$ cat config.mk
export PLATFORM = sky130hd
export DESIGN_NAME = alu_operand_stage
export DESIGN_NICKNAME = d
export VERILOG_FILES = /design/src/rtl/alu_operand_stage.sv
export SDC_FILE = /design/constraint.sdc
export NUM_CORES = 1
export LEC_CHECK = 0
export CAP_MARGIN = 30
export CORE_MARGIN = 2
export CORE_UTILIZATION = 43
export CTS_BUF_LIST = sky130_fd_sc_hd__clkbuf_8
export DETAILED_ROUTE_END_ITERATION = 8
export PLACE_DENSITY = 0.83
export SLEW_MARGIN = 0
export SYNTH_ARGS = -nofsm -noshare
export SYNTH_HDL_FRONTEND = slang
export SYNTH_SLANG_ARGS = --single-unit
$ cat constraint.sdc
create_clock -name clk -period 3.2 [get_ports clk]
set_clock_uncertainty 0.15 [all_clocks]
set_input_delay 0.64 -clock clk [delete_from_list [all_inputs] [get_ports clk]]
set_output_delay 0.64 -clock clk [all_outputs]
set_load 0.01 [all_outputs]
$ cat src/rtl/alu_operand_stage.sv
// -----------------------------------------------------------------------------
// alu_operand_stage
//
// ID/EX pipeline register that sits directly in front of the ALU. It takes a
// decoded instruction from the decode stage under a valid/ready handshake. It
// resolves both operands through EX/WB forwarding and selects the immediate
// for operand B. It then registers the operands, the ALU operation code and
// the writeback controls for the ALU.
//
// Load-use hazards hold the instruction in decode until the load data exists.
// Downstream back-pressure freezes the stage. A flush discards the stage
// contents. A saturating counter records every cycle lost to a load-use stall.
//
// Ports
//   clk, rst_n                 clock (rising edge), async active-low reset
//   id_valid / id_ready        decode -> stage handshake
//   rs1_addr, rs2_addr,        source / destination register indices
//   rd_addr
//   rs1_data, rs2_data         register file read data
//   imm, use_imm               sign-extended immediate and operand B select
//   alu_ctrl_in                ALU operation code, passed through untouched
//   reg_write_in               instruction writes rd
//   ex_fwd_valid/rd/data       result currently in EX/MEM
//   wb_fwd_valid/rd/data       result being written back
//   ld_pending, ld_rd          load in EX whose data is not available yet
//   flush                      discard stage contents (redirect)
//   ex_ready                   ALU/EX accepts this cycle
//   ex_valid                   outputs hold a valid instruction
//   src_a, src_b               registered ALU operands
//   alu_control                registered ALU operation code
//   ex_rd, ex_reg_write        registered writeback controls
//   stall_cnt                  saturating load-use stall cycle counter
// -----------------------------------------------------------------------------
module alu_operand_stage #(
  parameter int XLEN   = 32,
  parameter int REG_AW = 5,
  parameter int CNT_W  = 16
) (
  input  logic              clk,
  input  logic              rst_n,

  // Decode side
  input  logic              id_valid,
  output logic              id_ready,
  input  logic [REG_AW-1:0] rs1_addr,
  input  logic [REG_AW-1:0] rs2_addr,
  input  logic [REG_AW-1:0] rd_addr,
  input  logic [XLEN-1:0]   rs1_data,
  input  logic [XLEN-1:0]   rs2_data,
  input  logic [XLEN-1:0]   imm,
  input  logic              use_imm,
  input  logic [2:0]        alu_ctrl_in,
  input  logic              reg_write_in,

  // Forwarding sources
  input  logic              ex_fwd_valid,
  input  logic [REG_AW-1:0] ex_fwd_rd,
  input  logic [XLEN-1:0]   ex_fwd_data,
  input  logic              wb_fwd_valid,
  input  logic [REG_AW-1:0] wb_fwd_rd,
  input  logic [XLEN-1:0]   wb_fwd_data,

  // Hazard / control
  input  logic              ld_pending,
  input  logic [REG_AW-1:0] ld_rd,
  input  logic              flush,
  input  logic              ex_ready,

  // ALU side
  output logic              ex_valid,
  output logic [XLEN-1:0]   src_a,
  output logic [XLEN-1:0]   src_b,
  output logic [2:0]        alu_control,
  output logic [REG_AW-1:0] ex_rd,
  output logic              ex_reg_write,
  output logic [CNT_W-1:0]  stall_cnt
);

  localparam logic [REG_AW-1:0] ZERO_REG = '0;
  localparam logic [CNT_W-1:0]  CNT_MAX  = '1;

  // ---------------------------------------------------------------------------
  // Forward match qualifiers. x0 is hard-wired zero, so a producer that names
  // x0 as its destination never overrides the register file value.
  // ---------------------------------------------------------------------------
  logic ex_fwd_live;
  logic wb_fwd_live;

  assign ex_fwd_live = ex_fwd_valid && (ex_fwd_rd != ZERO_REG);
  assign wb_fwd_live = wb_fwd_valid && (wb_fwd_rd != ZERO_REG);

  // ---------------------------------------------------------------------------
  // Operand resolution. EX holds the younger result, so it has priority over
  // WB. WB in turn has priority over the register file.
  // ---------------------------------------------------------------------------
  logic [XLEN-1:0] op_a;
  logic [XLEN-1:0] op_b_reg;
  logic [XLEN-1:0] op_b;

  always_comb begin
    // NOTE: every signal gets a default at the top of the block so that no
    // path leaves it unassigned, which would infer a latch.
    op_a = rs1_data;
    if (ex_fwd_live && (ex_fwd_rd == rs1_addr)) begin
      op_a = ex_fwd_data;
    end else if (wb_fwd_live && (wb_fwd_rd == rs1_addr)) begin
      op_a = wb_fwd_data;
    end
  end

  always_comb begin
    op_b_reg = rs2_data;
    if (ex_fwd_live && (ex_fwd_rd == rs2_addr)) begin
      op_b_reg = ex_fwd_data;
    end else if (wb_fwd_live && (wb_fwd_rd == rs2_addr)) begin
      op_b_reg = wb_fwd_data;
    end
  end

  // The immediate wins outright. Any rs2 forwarding is irrelevant then.
  assign op_b = use_imm ? imm : op_b_reg;

  // ---------------------------------------------------------------------------
  // Load-use hazard. rs2 only matters when operand B actually reads it.
  // ---------------------------------------------------------------------------
  logic hazard;

  assign hazard = ld_pending && (ld_rd != ZERO_REG) &&
                  ((ld_rd == rs1_addr) || (!use_imm && (ld_rd == rs2_addr)));

  // ---------------------------------------------------------------------------
  // Handshake. The stage has room when it is empty or when its current
  // occupant leaves this cycle. ready must never depend on id_valid.
  // ---------------------------------------------------------------------------
  logic accept;

  assign id_ready = !hazard && (!ex_valid || ex_ready);
  assign accept   = id_valid && id_ready;

  // ---------------------------------------------------------------------------
  // Valid bit. flush beats accept. An instruction handed over in the flush
  // cycle is consumed from decode but never becomes visible to the ALU.
  // ---------------------------------------------------------------------------
  always_ff @(posedge clk or negedge rst_n) begin
    // NOTE: sequential state uses non-blocking assignments so that every
    // register samples pre-edge values regardless of block ordering.
    if (!rst_n) begin
      ex_valid <= 1'b0;
    end else if (flush) begin
      ex_valid <= 1'b0;
    end else if (accept) begin
      ex_valid <= 1'b1;
    end else if (ex_ready) begin
      ex_valid <= 1'b0;
    end
  end

  // ---------------------------------------------------------------------------
  // Payload registers. These load only on accept, so they hold their last
  // values while draining, stalled or back-pressured. They may load during a
  // flush. That is harmless because ex_valid stays low.
  // ---------------------------------------------------------------------------
  always_ff @(posedge clk or negedge rst_n) begin
    if (!rst_n) begin
      src_a        <= '0;
      src_b        <= '0;
      alu_control  <= '0;
      ex_rd        <= '0;
      ex_reg_write <= 1'b0;
    end else if (accept) begin
      src_a        <= op_a;
      src_b        <= op_b;
      alu_control  <= alu_ctrl_in;
      ex_rd        <= rd_addr;
      ex_reg_write <= reg_write_in;
    end
  end

  // ---------------------------------------------------------------------------
  // Stall counter. It counts every cycle in which decode is blocked by a
  // load-use hazard, and it also counts during a flush. It sticks at
  // all-ones rather than wrapping, so a long run never reads as a short one.
  // ---------------------------------------------------------------------------
  always_ff @(posedge clk or negedge rst_n) begin
    if (!rst_n) begin
      stall_cnt <= '0;
    end else if (id_valid && hazard && (stall_cnt != CNT_MAX)) begin
      stall_cnt <= stall_cnt + 1'b1;
    end
  end

endmodule

==> impl.org <==
** Run status
- Outcome :: complete, no violations

** Critical path
- Critical Path Start Type :: input pin
- STA puts the critical path data arrival time at 2280 ps.
- Together, buffers and inverters on the worst path number 2.
- Counting cells, the worst reg-to-reg path comes to 7.
- Traced cell by cell, the critical path runs through clkdlybuf4s50_1 -> or4_4 -> o21a_1 -> and2_4 -> nor2b_1 -> clkbuf_2.
- Delay of the slowest cell on the worst path :: 560 ps
- Data on the critical path is required at its endpoint by approximately 2400 ps.
- Critical Path Fanout Max :: 2
- Worst R2R End :: stall_cnt[11]
- Startpoint of the most critical register-to-register path :: stall_cnt[0]
- The kind of cell with the highest combined delay along the critical path is simple AND/OR/NAND/NOR gates.
- The worst setup path is captured at an output pin.
- R2r setup slk :: 1010 ps
- Class of the most critical setup path :: in -> out
- Among all stages on the critical path, the largest delay is contributed by sky130_fd_sc_hd__or4_4.

** Floorplanning
- The core region is 14,400 sq um.
- During I/O placement, the number of pins put on the boundary was between 200 and 300.
- Row cnt :: 44
- For this configuration, the core starts out at a cell density of between 40 and 50%.
- Vertical die dimension :: between 100 and 150 um
- X dimension of the die :: around 130 um
- Area enclosed by the die boundary :: between 15,000 and 20,000 sq um

** Detailed routing
- TritonRoute pass-1 iters :: 5
- Iteration-0 DRC count of the detailed router :: a little under 800
- DR DRC count :: 0
- Average detailed-routed wire length per instance :: 23.3 um
- Across all layers, the routed design uses around 7,200 vias.
- Via density per instance :: about 6.3
- Antenna Nets Post-Route :: 0
- Total wire length after detailed routing :: roughly 27 mm

** Final layout
- Once layout is done, the placed cells without fillers occupy ~9900 sq um.
- Most used cells in the layout excluding fill and tap cells :: sky130_fd_sc_hd__clkdlybuf4s50_1, sky130_fd_sc_hd__dfrtp_1, sky130_fd_sc_hd__nand3_1
- The library cell used most frequently in the layout, excluding fill and tap cells, is sky130_fd_sc_hd__clkdlybuf4s50_1.
- Diode count :: 0
- The post-route netlist has about an eighth of its cells at a drive strength greater than 1.
- Area Growth Syn to Fin :: 57.0%
- At the end of the flow, the number of nets in the layout was roughly 1,200.

** Power and ir drop
- Internal power :: ~0.0024 W
- Pwr dens :: about 360 nW/um^2
- The design draws roughly 0.0036 W.
- Maximum ir drop on the vdd rail :: roughly 340 uV
- Share of power burned in registers :: a little under two fifths
- Leak pwr :: 3.98 nW
- Clock Power Share :: 23.2%
- Summed over all nets, the switching power comes to ~0.0012 W.
- In this run switching power makes up around a third of total power.
- In this run, the combinational gates consume roughly two fifths of the power.

** Clock tree
- Num Clock Sinks :: 90
- The number of clock buffers added by TritonCTS is 9.
- TritonCTS clock tree :: built
- CTS placed an instance of sky130_fd_sc_hd__clkbuf_8 at the clock tree root.
- The number of hold buffers added after CTS was 0.
- Latest clock arrival within the worst-skew pair :: 390 ps
- The clock tree synthesis step divided the H-tree into 3 levels.
- Deepest clock path buffer count :: 2
- Worst-path clk slew :: roughly 100 ps
- Post-CTS Setup Repair Bufs :: 0

** STA
- After routing, the total negative slack on setup checks comes to 0 ps.
- Measured against its own limit, the worst slew margin works out to a little under half.
- The total count of max-transition violations in the final report is 0.
- Final WS setup :: about 130 ps
- At the pin with the least slew margin, the transition time is 792 ps.
- Number of hold violations in the final report :: 0
- Timing would allow up to 325 MHz.
- Portion of the clock cycle consumed by the worst path in the final layout :: 96.0%
- Final Setup Violations :: 0
- RSZ-0062 raised after global routing :: false
- The smallest clock period supported by the final layout is computed as between 3000 and 4000 ps.

** Logic synthesis
- Number of flops mapped to enable cells by yosys :: 0
- Most used DFF post-synth :: sky130_fd_sc_hd__dfrtp_1
- Total standard cell area after synthesis :: between 6000 and 7000 sq um
- The synthesized design contains 90 register bits.
- For this run, the number of Yosys warnings is 0.
- Counting distinct cell types in the post-synthesis netlist gives 47.
- Of the synthesized area, sequential elements account for between 30 and 40%.
- Fraction of registers with async set/reset :: 100%
- Synthesis handed over a netlist of between 600 and 700 instances.
- Counting every net in the synthesized netlist gives 881.
- Dividing the synthesized area by the synthesized cell count gives 9.30 sq um.

** Global route
- Number of global-route vias before repair :: a little over 7,000
- Antenna violations before repair :: 0
- Summed over all layers, the global routing overflow is 0.
- Global-route wire length before repair :: approximately 41 mm
- Maximum number of pins on one net before global-route repair :: 65
- Global routing consumed, over all layers together, between 30% and 40% of the routing resources.

** Place
- Detailed placement ended at an HPWL of roughly 19 mm.
- Last weighted congestion value of the routability-driven placer :: approximately 1
- OpenSTA, run right after detailed placement, puts the worst setup slack at -320 ps.
- Count of buffers from port buffering :: a little under 300
- Placed instance area :: about 9700 sq um

** Job
- The tool flagged a number of max-cap violations equal to 0.

** Worst hold path
- Min-delay worst type :: in -> async
[repair_timing]
action | CTS | global route
setup endpoints to repair | 1 | 1
resized for setup | 4 | 6
cloned | 0 | 0
pin swaps | 0 | 3
[final cells by class]
type                    instances  area, sq um
clock inverters                 7         75.1
repair buffers                344         3490
fillers                      1153         4540
well taps                     184          230
flip-flops and latches         90         2250
clock buffers                   9          124
inverters                      32          120
multi-input cells             471         3590
[power by group through the flow]
stage	combinational, W	clock (W)	sequential (W)
finish	0.00139	0.000836	0.00138
global route	0.00147	0.000888	0.00140
CTS	0.00138	0.000845	0.00138
detailed placement	0.00137	0	0.00140
global placement	0.00136	0	0.00140
floorplan	0.000489	0	0.00146
[stage by stage]
step / util (%) / instances / hold WS (ps)
after floorplan: - / 677 / 194
after global placement: 67.0 / 1120 / 322
after detailed placement: 67.0 / 1121 / 335
after CTS: 68.5 / 1137 / 173
after global routing: 68.5 / 1137 / 209
final: 68.5 / 1137 / 142
[worst max-delay path by stage]
stage	from	end	depth (start not counted)
after floorplan	ld_rd[1]	id_ready	7
after detailed placement	ld_rd[1]	id_ready	6
after CTS	ld_rd[2]	id_ready	8
after global routing	ld_rd[1]	id_ready	6
final	ld_rd[1]	id_ready	6
after global placement	ld_rd[1]	id_ready	6
[cells in the mapped netlist, drive strengths merged (2+ instances only)]
| cell type | n | share of area (%) |
|---|---|---|
| buf | 20 | 2.2 |
| o32a | 32 | 5.1 |
| a221o | 6 | 0.95 |
| a211o | 26 | 3.6 |
| clkbuf | 64 | 3.8 |
| dfrtp | 90 | 36 |
| o21ai | 2 | 0.16 |
| mux2 | 10 | 1.8 |
| o21a | 2 | 0.24 |
| inv | 32 | 1.9 |
| a21boi | 32 | 3.8 |
| nand4 | 40 | 4.0 |
| nand3 | 41 | 3.3 |
| a21oi | 2 | 0.22 |
| a221oi | 26 | 3.6 |
| or4 | 3 | 0.42 |
| a211oi | 6 | 0.72 |
| o31ai | 32 | 3.8 |
| xnor2 | 38 | 5.3 |
| a31o | 32 | 4.5 |
| and4 | 3 | 0.42 |
| xor2 | 6 | 0.83 |
| and3 | 12 | 1.2 |
| a22o | 26 | 3.6 |
| nand2 | 38 | 2.3 |
| a31oi | 34 | 3.4 |
| o2bb2ai | 6 | 0.83 |
| and2 | 4 | 0.44 |
[logic make-up (layout without fill, tap and decap cells)]
group,count (synthesis),after routing,synth area share (%)
simple gates,146,146,12.6
buf+inv,116,392,7.93
mux,10,10,1.79
flops,90,90,35.8
compound gates,270,270,35.6
fa+ha+maj,1,1,0.199
xor+xnor,44,44,6.12
[per-layer routing]
metal  GRT usage, %  vias to the layer above  share of wire, %
li1               -                     3210                 -
met1           46.5                     3418                42
met2           48.9                      504                44
met3           8.13                       80               9.8
met4           14.4                        0               4.5
met5              0                        -                 0
[registers in the layout, indices dropped and copies added, names as in the netlist]
| register | flops |
|---|---|
| stall_cnt | 16 |
| ex_valid | 1 |
| ex_rd | 5 |
| ex_reg_write | 1 |
| alu_control | 3 |
| src_b | 32 |
| src_a | 32 |
[worst reg2reg max path: stages, from the launching register on]
cell                      delay [ps]
sky130_fd_sc_hd__dfrtp_1         440
sky130_fd_sc_hd__ha_1            230
sky130_fd_sc_hd__and2_1          190
sky130_fd_sc_hd__and3_1          250
sky130_fd_sc_hd__a31oi_1         240
sky130_fd_sc_hd__buf_4           230
sky130_fd_sc_hd__nand4_1         160
sky130_fd_sc_hd__xnor2_1         190
Note: power is estimated with default switching activity, not from simulation.
